[src/rtl/conv_layer_sequencer.sv]
// Row-pass sequencer for a convolution layer: walks channels, rows and kernels,
// issuing one-cycle PRELOAD/SHIFT/LOAD commands to the input interface.
module conv_layer_sequencer #(
    parameter int unsigned NUM_KERNELS  = 4,
    parameter int unsigned NUM_ROWS     = 6,
    parameter int unsigned NUM_CHANNELS = 1,
    parameter int unsigned CNT_WIDTH    = 8
) (
    input  logic                 clk,
    input  logic                 rst,
    input  logic                 enable,
    input  logic                 start,
    input  logic                 abort,
    input  logic [1:0]           input_interface_ack,
    output logic [1:0]           input_interface_cmd,
    output logic [CNT_WIDTH-1:0] kernel_idx,
    output logic [CNT_WIDTH-1:0] row_idx,
    output logic [CNT_WIDTH-1:0] channel_idx,
    output logic [2:0]           current_state,
    output logic                 busy,
    output logic                 done
);

    typedef enum logic [2:0] {
        StIdle    = 3'd0,
        StPreload = 3'd1,
        StShift   = 3'd2,
        StLoad    = 3'd3,
        StDone    = 3'd4
    } state_e;

    localparam logic [1:0] CmdIdle    = 2'd0;
    localparam logic [1:0] CmdPreload = 2'd1;
    localparam logic [1:0] CmdShift   = 2'd2;
    localparam logic [1:0] CmdLoad    = 2'd3;

    localparam logic [1:0] AckPreloadFin = 2'd1;
    localparam logic [1:0] AckShiftFin   = 2'd2;
    localparam logic [1:0] AckLoadFin    = 2'd3;

    localparam logic [CNT_WIDTH-1:0] CntOne      = CNT_WIDTH'(1);
    localparam logic [CNT_WIDTH-1:0] KernelLast  = CNT_WIDTH'(NUM_KERNELS - 1);
    localparam logic [CNT_WIDTH-1:0] RowLast     = CNT_WIDTH'(NUM_ROWS - 1);
    localparam logic [CNT_WIDTH-1:0] ChannelLast = CNT_WIDTH'(NUM_CHANNELS - 1);

    state_e               state_q, state_d;
    logic [1:0]           cmd_q, cmd_d;
    logic [CNT_WIDTH-1:0] kernel_q, kernel_d;
    logic [CNT_WIDTH-1:0] row_q, row_d;
    logic [CNT_WIDTH-1:0] channel_q, channel_d;

    always_comb begin
        state_d   = state_q;
        cmd_d     = CmdIdle;
        kernel_d  = kernel_q;
        row_d     = row_q;
        channel_d = channel_q;

        if (enable) begin
            if (abort) begin
                state_d   = StIdle;
                kernel_d  = '0;
                row_d     = '0;
                channel_d = '0;
            end else begin
                case (state_q)
                    StIdle: begin
                        if (start) begin
                            state_d   = StPreload;
                            cmd_d     = CmdPreload;
                            kernel_d  = '0;
                            row_d     = '0;
                            channel_d = '0;
                        end
                    end
                    StPreload: begin
                        if (input_interface_ack == AckPreloadFin) begin
                            state_d = StShift;
                            cmd_d   = CmdShift;
                        end
                    end
                    StShift: begin
                        if (input_interface_ack == AckShiftFin) begin
                            if (kernel_q < KernelLast) begin
                                kernel_d = kernel_q + CntOne;
                                cmd_d    = CmdShift;
                            end else if (row_q < RowLast) begin
                                kernel_d = '0;
                                state_d  = StLoad;
                                cmd_d    = CmdLoad;
                            end else if (channel_q < ChannelLast) begin
                                kernel_d  = '0;
                                row_d     = '0;
                                channel_d = channel_q + CntOne;
                                state_d   = StPreload;
                                cmd_d     = CmdPreload;
                            end else begin
                                // Last pass of the layer: indices hold through DONE.
                                state_d = StDone;
                            end
                        end
                    end
                    StLoad: begin
                        if (input_interface_ack == AckLoadFin) begin
                            row_d   = row_q + CntOne;
                            state_d = StShift;
                            cmd_d   = CmdShift;
                        end
                    end
                    StDone: begin
                        state_d   = StIdle;
                        kernel_d  = '0;
                        row_d     = '0;
                        channel_d = '0;
                    end
                    default: begin
                        state_d   = StIdle;
                        kernel_d  = '0;
                        row_d     = '0;
                        channel_d = '0;
                    end
                endcase
            end
        end
    end

    always_ff @(posedge clk or posedge rst) begin
        if (rst) begin
            state_q   <= StIdle;
            cmd_q     <= CmdIdle;
            kernel_q  <= '0;
            row_q     <= '0;
            channel_q <= '0;
        end else begin
            state_q   <= state_d;
            cmd_q     <= cmd_d;
            kernel_q  <= kernel_d;
            row_q     <= row_d;
            channel_q <= channel_d;
        end
    end

    assign input_interface_cmd = cmd_q;
    assign kernel_idx          = kernel_q;
    assign row_idx             = row_q;
    assign channel_idx         = channel_q;
    assign current_state       = state_q;
    assign busy                = (state_q != StIdle);
    // DONE lasts one enabled cycle, so done is a single pulse per layer.
    assign done                = (state_q == StDone);

endmodule

[config.mk]
export PLATFORM = sky130hd
export DESIGN_NAME = conv_layer_sequencer
export DESIGN_NICKNAME = d
export VERILOG_FILES = /design/src/rtl/conv_layer_sequencer.sv
export SDC_FILE = /design/constraint.sdc
export NUM_CORES = 1
export LEC_CHECK = 0
export BUFFER_PORTS_ARGS = -buffer_cell sky130_fd_sc_hd__clkbuf_2
export CORE_ASPECT_RATIO = 1.75
export CORE_MARGIN = 3
export CORE_UTILIZATION = 54
export DETAILED_ROUTE_END_ITERATION = 10
export PLACE_DENSITY = 0.81
export SETUP_SLACK_MARGIN = 0.02
export SLEW_MARGIN = 15
export SYNTH_ARGS = -nofsm -noshare
export SYNTH_HDL_FRONTEND = slang
export SYNTH_SLANG_ARGS = --single-unit
[constraint.sdc]
create_clock -name clk -period 2.8 [get_ports clk]
set_input_delay 0.56 -clock clk [delete_from_list [all_inputs] [get_ports clk]]
set_output_delay 0.56 -clock clk [all_outputs]
set_load 0.01 [all_outputs]
==> impl_metrics.sql, run 1 <==
INSERT INTO impl_metrics (metric_group, metric, value, unit) VALUES
('route', 'drt_pre_antenna_iters', '4', ''),
('finish', 'final_cells', '190', ''),
('placed_design', 'gp_routability_congestion', '0.808', ''),
('synth', 'postSynthRegisterBits', '21', ''),
('synth', 'synthesis.area', '0.00125', 'mm^2'),
('placed_design', 'io_buffer_count', '29', ''),
('clock_network', 'cts-buffers-inserted', '3', ''),
('route', 'wl_per_cell', '14.3', 'um'),
('timing', 'hold_viol', '0', ''),
('finish', 'multi_input_comb_area', '642', 'um^2'),
('finish', 'diodes', '0', ''),
('timing', 'timing.final.crit_share', '70.9', '%'),
('grt', 'grt_antenna_before_repair', '0', ''),
('die', 'core', '0.00215', 'mm^2'),
('die', 'start_util', '58.4', '%'),
('timing', 'slew_violations', '0', ''),
('run', 'timing.max_cap.violations', '0', ''),
('clock_network', 'clk_transition_reported_paths', '0.11', 'ns'),
('timing', 'whs', '0.380', 'ns'),
('clock_network', 'ctsLongestPathBuffers', '2', ''),
('finish', 'finalNetCount', '177', ''),
('outcome', 'run_status', 'complete, no violations', ''),
('critical_path', 'critical_path.reg2reg.endpoint', 'kernel_idx[4]$_DFFE_PP0P_', ''),
('route', 'route.detailed.drc', '0', ''),
('synth', 'avgSynthCellArea', '9.16', 'um^2'),
('synth', 'ys.warnings.count', '0', ''),
('timing', 'setup-tns-final', '0', 'ns'),
('finish', 'filler_cells', '196', ''),
('timing', 'rsz_0062_raised_after_global_routing', 'no', ''),
('route', 'antenna_viol_nets_final', '0', ''),
('timing', 'layout_min_cycle_time', '1.99', 'ns'),
('timing', 'fmax', '504', 'MHz'),
('synth', 'netlist.top_cell.by_area', 'dfrtp_1', ''),
('clock_network', 'htree_levels', '1', ''),
('die', 'chipWidth', '42.4', 'um'),
('synth', 'synth_commonest_cells', '21 x dfrtp_1, 13 x nand3_1, 11 x nand2_1, 11 x o21ai_0', ''),
('grt', 'grt_pass1_vias', '1072', ''),
('critical_path', 'rr_startpoint', 'current_state[2]$_DFFE_PP0P_', ''),
('power_and_ir_drop', 'power.density_cell_area', '408', 'mW/mm^2'),
('placed_design', 'placedInstanceArea', '0.00137', 'mm^2'),
('finish', 'area_growth', '11.5', '%'),
('grt', 'track_usage', '20.2', '%'),
('critical_path', 'crit_fanout', '13', ''),
('critical_path', 'worst_ep_required_time', '2.98', 'ns'),
('placed_design', 'place_ws', '0.699', 'ns'),
('timing', 'clock-skew-final', '0.00362', 'ns'),
('critical_path', 'critPathCaptureType', 'flip-flop', ''),
('route', 'routed-via-count', '1097', ''),
('die', 'boundaryPins', '38', ''),
('timing', 'timing.final.setup_violations', '0', ''),
('synth', 'yosys.cell_types.count', '41', ''),
('clock_network', 'cts.repair_timing.setup_buffer_count', '0', ''),
('timing', 'worst_pin_slew', '0.796', 'ns'),
('clock_network', 'cts_root_buf', 'clkbuf_4', ''),
('synth', 'synth_async_sr_flop_share', '100', '%'),
('route', 'starting_drc_count_in_detailed_routing', '23', ''),
('clock_network', 'holdBufCountCts', '0', ''),
('power_and_ir_drop', 'finalPower', '0.570', 'mW'),
('grt', 'wire_length_of_the_first_global_routing_pass', '4.76', 'mm'),
('critical_path', 'reg2reg_slack', '0.81', 'ns'),
('placed_design', 'place_inst', '186', ''),
('power_and_ir_drop', 'peakVddDrop', '0.270', 'mV'),
('synth', 'dominantRegCellSynth', 'dfrtp_1', ''),
('synth', 'synth_top_area_share', '41.9', '%'),
('clock_network', 'insertion_delay_to_the_later_sink_of_the_worst_skew_pair', '0.29', 'ns'),
('critical_path', 'path_class', 'reg2reg', ''),
('critical_path', 'worstRegToRegCells', '5', ''),
('finish', 'finalInstanceArea', '0.00140', 'mm^2'),
('route', 'avgViaCountPerCell', '5.77', ''),
('synth', 'yosysMostFrequentCell', 'dfrtp_1', ''),
('die', 'rows', '22', '');
## cells by family after synthesis
group                      share of synthesized area, %
and+or+nand+nor                                    27.3
AOI/OAI and AO/OA                                  16.1
DFF                                                41.9
buffers and inverters                              9.07
adders and majority gates                          2.99
muxes                                              1.69
other                                             0.299
xor gates and xnor gates                          0.698
## state kept, by name, summed over array words and instances (netlist names)
| name | cells |
|---|---|
| current_state | 3 |
| kernel_idx | 8 |
| input_interface_cmd | 2 |
| row_idx | 8 |
## critical path: stages (launching register included)
cell,delay (ns)
dfrtp_1,0.50
nor2_2,0.32
nand3b_1,0.21
o311a_2,0.54
a41oi_1,0.24
a21oi_1,0.06
## cells in the final DEF (no fill, tap or decap), types with 2 or more instances in the layout
cell type   n
a21oi_1     8
and2_1      2
clkbuf_2   29
clkbuf_4    3
conb_1      8
dfrtp_1    21
ha_1        3
inv_1       6
nand2_1    11
nand2b_1    2
nand3_1    13
nand3b_1    3
nand4_1     3
nor2_1      8
nor2b_1     5
o21ai_0    11
o31ai_1     3
o41ai_1     2
or2_2       2
or4_1       2
## layer usage
metal	track usage, %	vias to the layer above	wire (um)
li1	-	530	-
met1	21.9	527	993
met2	37.0	34	1560
met3	1.56	6	104
met4	10.7	0	69
met5	0	-	0
## area by class of cell
| cell class | instances | share of cell area, % |
|---|---|---|
| Tap cell | 24 | 2.15 |
| Inverter | 6 | 1.61 |
| Timing Repair Buffer | 30 | 10.9 |
| Sequential cell | 21 | 37.6 |
| Clock buffer | 4 | 1.88 |
| Multi-Input combinational cell | 105 | 45.9 |
## report_power, final
part | internal, mW | switching (mW)
logic | 0.0414 | 0.0599
registers | 0.310 | 0.0168
clock network | 0.0554 | 0.0868
total | 0.407 | 0.163
## worst max-delay path by stage
| stage | from | cells after the start | slack [ns] | end |
|---|---|---|---|---|
| detailed placement | abort | 6 | 0.70 | kernel_idx[4]$_DFFE_PP0P_ |
| floorplan | current_state[1]$_DFFE_PP0P_ | 5 | 0.97 | current_state[2]$_DFFE_PP0P_ |
| CTS | current_state[0]$_DFFE_PP0P_ | 2 | 0.83 | busy |
| global route | current_state[2]$_DFFE_PP0P_ | 5 | 0.65 | kernel_idx[4]$_DFFE_PP0P_ |
| global placement | abort | 6 | 0.77 | kernel_idx[4]$_DFFE_PP0P_ |
| finish | current_state[2]$_DFFE_PP0P_ | 5 | 0.81 | kernel_idx[4]$_DFFE_PP0P_ |
Note: power is estimated with default switching activity, not from simulation.
==> run 2: changes to the inputs <==
--- a/config.mk
+++ b/config.mk
@@ -5,12 +5,13 @@
 export SDC_FILE = /design/constraint.sdc
 export NUM_CORES = 1
 export LEC_CHECK = 0
+export ABC_AREA = 1
 export BUFFER_PORTS_ARGS = -buffer_cell sky130_fd_sc_hd__clkbuf_2
 export CORE_ASPECT_RATIO = 1.75
 export CORE_MARGIN = 3
-export CORE_UTILIZATION = 54
+export CORE_UTILIZATION = 47
 export DETAILED_ROUTE_END_ITERATION = 10
-export PLACE_DENSITY = 0.81
+export PLACE_DENSITY = 0.73
 export SETUP_SLACK_MARGIN = 0.02
 export SLEW_MARGIN = 15
 export SYNTH_ARGS = -nofsm -noshare
==> constraint.sdc (replaced) <==
create_clock -name clk -period 1.8 [get_ports clk]
set_input_delay 0.36 -clock clk [delete_from_list [all_inputs] [get_ports clk]]
set_output_delay 0.36 -clock clk [all_outputs]
set_load 0.01 [all_outputs]
==> impl_metrics.sql, run 2 <==
INSERT INTO impl_metrics (metric_group, metric, value, unit) VALUES
('grt', 'wire_length_of_the_first_global_routing_pass', '5.14', 'mm'),
('placed_design', 'io_buffer_count', '29', ''),
('critical_path', 'reg2reg_slack', '0.32', 'ns'),
('timing', 'clock-skew-final', '0.00212', 'ns'),
('finish', 'finalNetCount', '247', ''),
('outcome', 'run_status', 'complete, no violations', ''),
('die', 'core', '0.00278', 'mm^2'),
('run', 'timing.max_cap.violations', '0', ''),
('grt', 'grt_antenna_before_repair', '0', ''),
('die', 'start_util', '51.0', '%'),
('route', 'drt_pre_antenna_iters', '4', ''),
('timing', 'rsz_0062_raised_after_global_routing', 'no', ''),
('route', 'route.detailed.drc', '0', ''),
('route', 'routed_wirelength', '3.20', 'mm'),
('synth', 'ys.warnings.count', '0', ''),
('route', 'starting_drc_count_in_detailed_routing', '18', ''),
('clock_network', 'cts_root_buf', 'clkbuf_8', ''),
('critical_path', 'critPathLaunch', 'current_state[0]$_DFFE_PP0P_', ''),
('timing', 'hold_viol', '0', ''),
('synth', 'synth-seq-area-share', '37.0', '%'),
('die', 'chipWidth', '47.6', 'um'),
('synth', 'yosysMostFrequentCell', 'nand2_1', ''),
('critical_path', 'rr_startpoint', 'current_state[2]$_DFFE_PP0P_', ''),
('synth', 'synthesis.area', '0.00142', 'mm^2'),
('route', 'avgViaCountPerCell', '5.02', ''),
('clock_network', 'htree_levels', '1', ''),
('timing', 'layout_min_cycle_time', '1.61', 'ns'),
('clock_network', 'clk_transition_reported_paths', '0.07', 'ns'),
('finish', 'most_common_cell_after_layout_fill_and_taps_aside', 'nand2_1', ''),
('synth', 'yosys.cell_types.count', '26', ''),
('clock_network', 'cts-buffers-inserted', '3', ''),
('finish', 'area_growth', '13.9', '%'),
('timing', 'fmax', '621', 'MHz'),
('synth', 'synth.area.top_cells', 'dfrtp_1 37%, nand2_1 15%, inv_1 9.0%', ''),
('finish', 'diodes', '0', ''),
('finish', 'final_cell_mix', '56 x nand2_1, 34 x inv_1, 29 x clkbuf_2', ''),
('timing', 'final.setup.worst_slack', '0.189', 'ns'),
('route', 'wl_per_cell', '12.2', 'um'),
('placed_design', 'gp_routability_congestion', '0.857', ''),
('die', 'floorplan.die_area', '0.00374', 'mm^2'),
('die', 'die_height', '78.7', 'um'),
('critical_path', 'worstPathArrival', '1.25', 'ns'),
('critical_path', 'worst_ep_required_time', '1.44', 'ns'),
('synth', 'post_synthesis_instance_total', '203', ''),
('synth', 'netlist.top_cell.by_area', 'dfrtp_1', ''),
('grt', 'track_usage', '18.6', '%'),
('clock_network', 'cts_resized', '0', ''),
('synth', 'dominantRegCellSynth', 'dfrtp_1', ''),
('route', 'routed-via-count', '1320', ''),
('placed_design', 'dp_hpwl', '2.51', 'mm'),
('clock_network', 'holdBufCountCts', '0', ''),
('timing', 'timing.final.setup_violations', '0', ''),
('grt', 'grt_start_max_net_pins', '22', ''),
('synth', 'avgSynthCellArea', '7.00', 'um^2'),
('synth', 'synth_async_sr_flop_share', '100', '%'),
('min_path', 'path_type_of_the_worst_min_delay_path', 'in2async', ''),
('placed_design', 'place_ws', '0.356', 'ns'),
('clock_network', 'ctsLongestPathBuffers', '2', ''),
('timing', 'slew_violations', '0', ''),
('timing', 'timing.final.crit_share', '89.5', '%'),
('clock_network', 'tritoncts', 'yes', ''),
('power_and_ir_drop', 'peakVddDrop', '0.527', 'mV'),
('critical_path', 'path_class', 'reg2out', ''),
('timing', 'setup-tns-final', '0', 'ns'),
('critical_path', 'type_of_element_launching_the_critical_path', 'flip-flop', ''),
('finish', 'final_layout_size_suffix_gt1_share', '24.2', '%'),
('synth', 'synth_commonest_cells', '56 x nand2_1, 34 x inv_1, 24 x nor2_1', ''),
('synth', 'synth_top_area_share', '37.0', '%'),
('critical_path', 'crit_fanout', '6', ''),
('clock_network', 'cts.repair_timing.setup_buffer_count', '0', ''),
('grt', 'grt_pass1_vias', '1217', ''),
('grt', 'globalRoute.totalOverflow', '0', ''),
('clock_network', 'cts_num_sinks', '21', ''),
('die', 'boundaryPins', '38', ''),
('synth', 'synth_edf_count', '0', ''),
('critical_path', 'critPathCaptureType', 'output port', ''),
('synth', 'postSynthRegisterBits', '21', ''),
('clock_network', 'insertion_delay_to_the_later_sink_of_the_worst_skew_pair', '0.26', 'ns'),
('route', 'antenna_viol_nets_final', '0', ''),
('power_and_ir_drop', 'power.density_cell_area', '839', 'mW/mm^2'),
('power_and_ir_drop', 'total_leakage_power', '0.970', 'nW'),
('die', 'rows', '25', '');
[run 2: cell types whose count changed after synthesis, moves of 4 or more]
cell	before	now
a21oi_1	8	2
nor2_2	1	7
o21ai_0	11	3
nand4_1	3	7
nor2_1	8	24
inv_2	0	4
nor2b_1	5	0
nand2_1	11	56
inv_1	6	34
[run 2: layout make-up]
class / instances / area (um^2)
fill: 276 / 1170
multi-input combinational: 141 / 704
sequential: 21 / 526
timing repair buffer: 31 / 160
inverter: 39 / 149
clock buffer: 4 / 45.0
tap: 27 / 33.8
[run 2: worst max-delay path: stages (launching register included)]
cell	delay (ns)
dfrtp_1	0.47
nor2_1	0.17
inv_1	0.07
nor2_1	0.12
inv_1	0.05
clkbuf_2	0.12
[run 2: worst paths after layout]
check / cells after the start / endpoint
min: 3 / kernel_idx[1]$_DFFE_PP0P_
max reg2reg: 8 / current_state[1]$_DFFE_PP0P_
max: 5 / busy
min in group clk: 3 / input_interface_cmd[1]$_DFF_PP0_
min reg2reg: 2 / kernel_idx[3]$_DFFE_PP0P_
max in group asynchronous: 3 / row_idx[3]$_DFFE_PP0P_
[run 2: layer usage]
metal	track usage (%)	vias up	wire, um
li1	-	672	-
met1	20.8	600	1200
met2	32.5	37	1780
met3	2.04	11	117
met4	8.89	0	108
met5	0	-	0
[run 2: logic make-up after synthesis]
logic type               after synthesis  synth area share (%)
buffers and inverters                 48                  15.2
AND/OR/NAND/NOR                      120                  40.3
adder cells (fa/ha/maj)                3                  2.64
other                                  1                 0.264
flip-flops                            21                  37.0
AO/OA/AOI/OAI                         10                  4.58
[run 2: metrics by stage]
step	hold WS (ns)	util [%]	cells	instance area, um^2	power (mW)
2_1_floorplan	0.337	-	210	1450	0.929
3_3_place_gp	0.381	56.5	259	1570	1.06
3_5_place_dp	0.390	56.5	259	1570	1.05
4_1_cts	0.108	58.1	263	1620	1.37
5_1_grt	0.115	58.1	263	1620	1.45
6_report	0.0949	58.1	263	1620	1.36
[run 2: power breakdown]
group | internal [mW] | total [mW] | switching [mW]
sequential | 0.505 | 0.551 | 0.0461
clock | 0.158 | 0.309 | 0.151
combinational | 0.161 | 0.497 | 0.337
total | 0.823 | 1.36 | 0.534
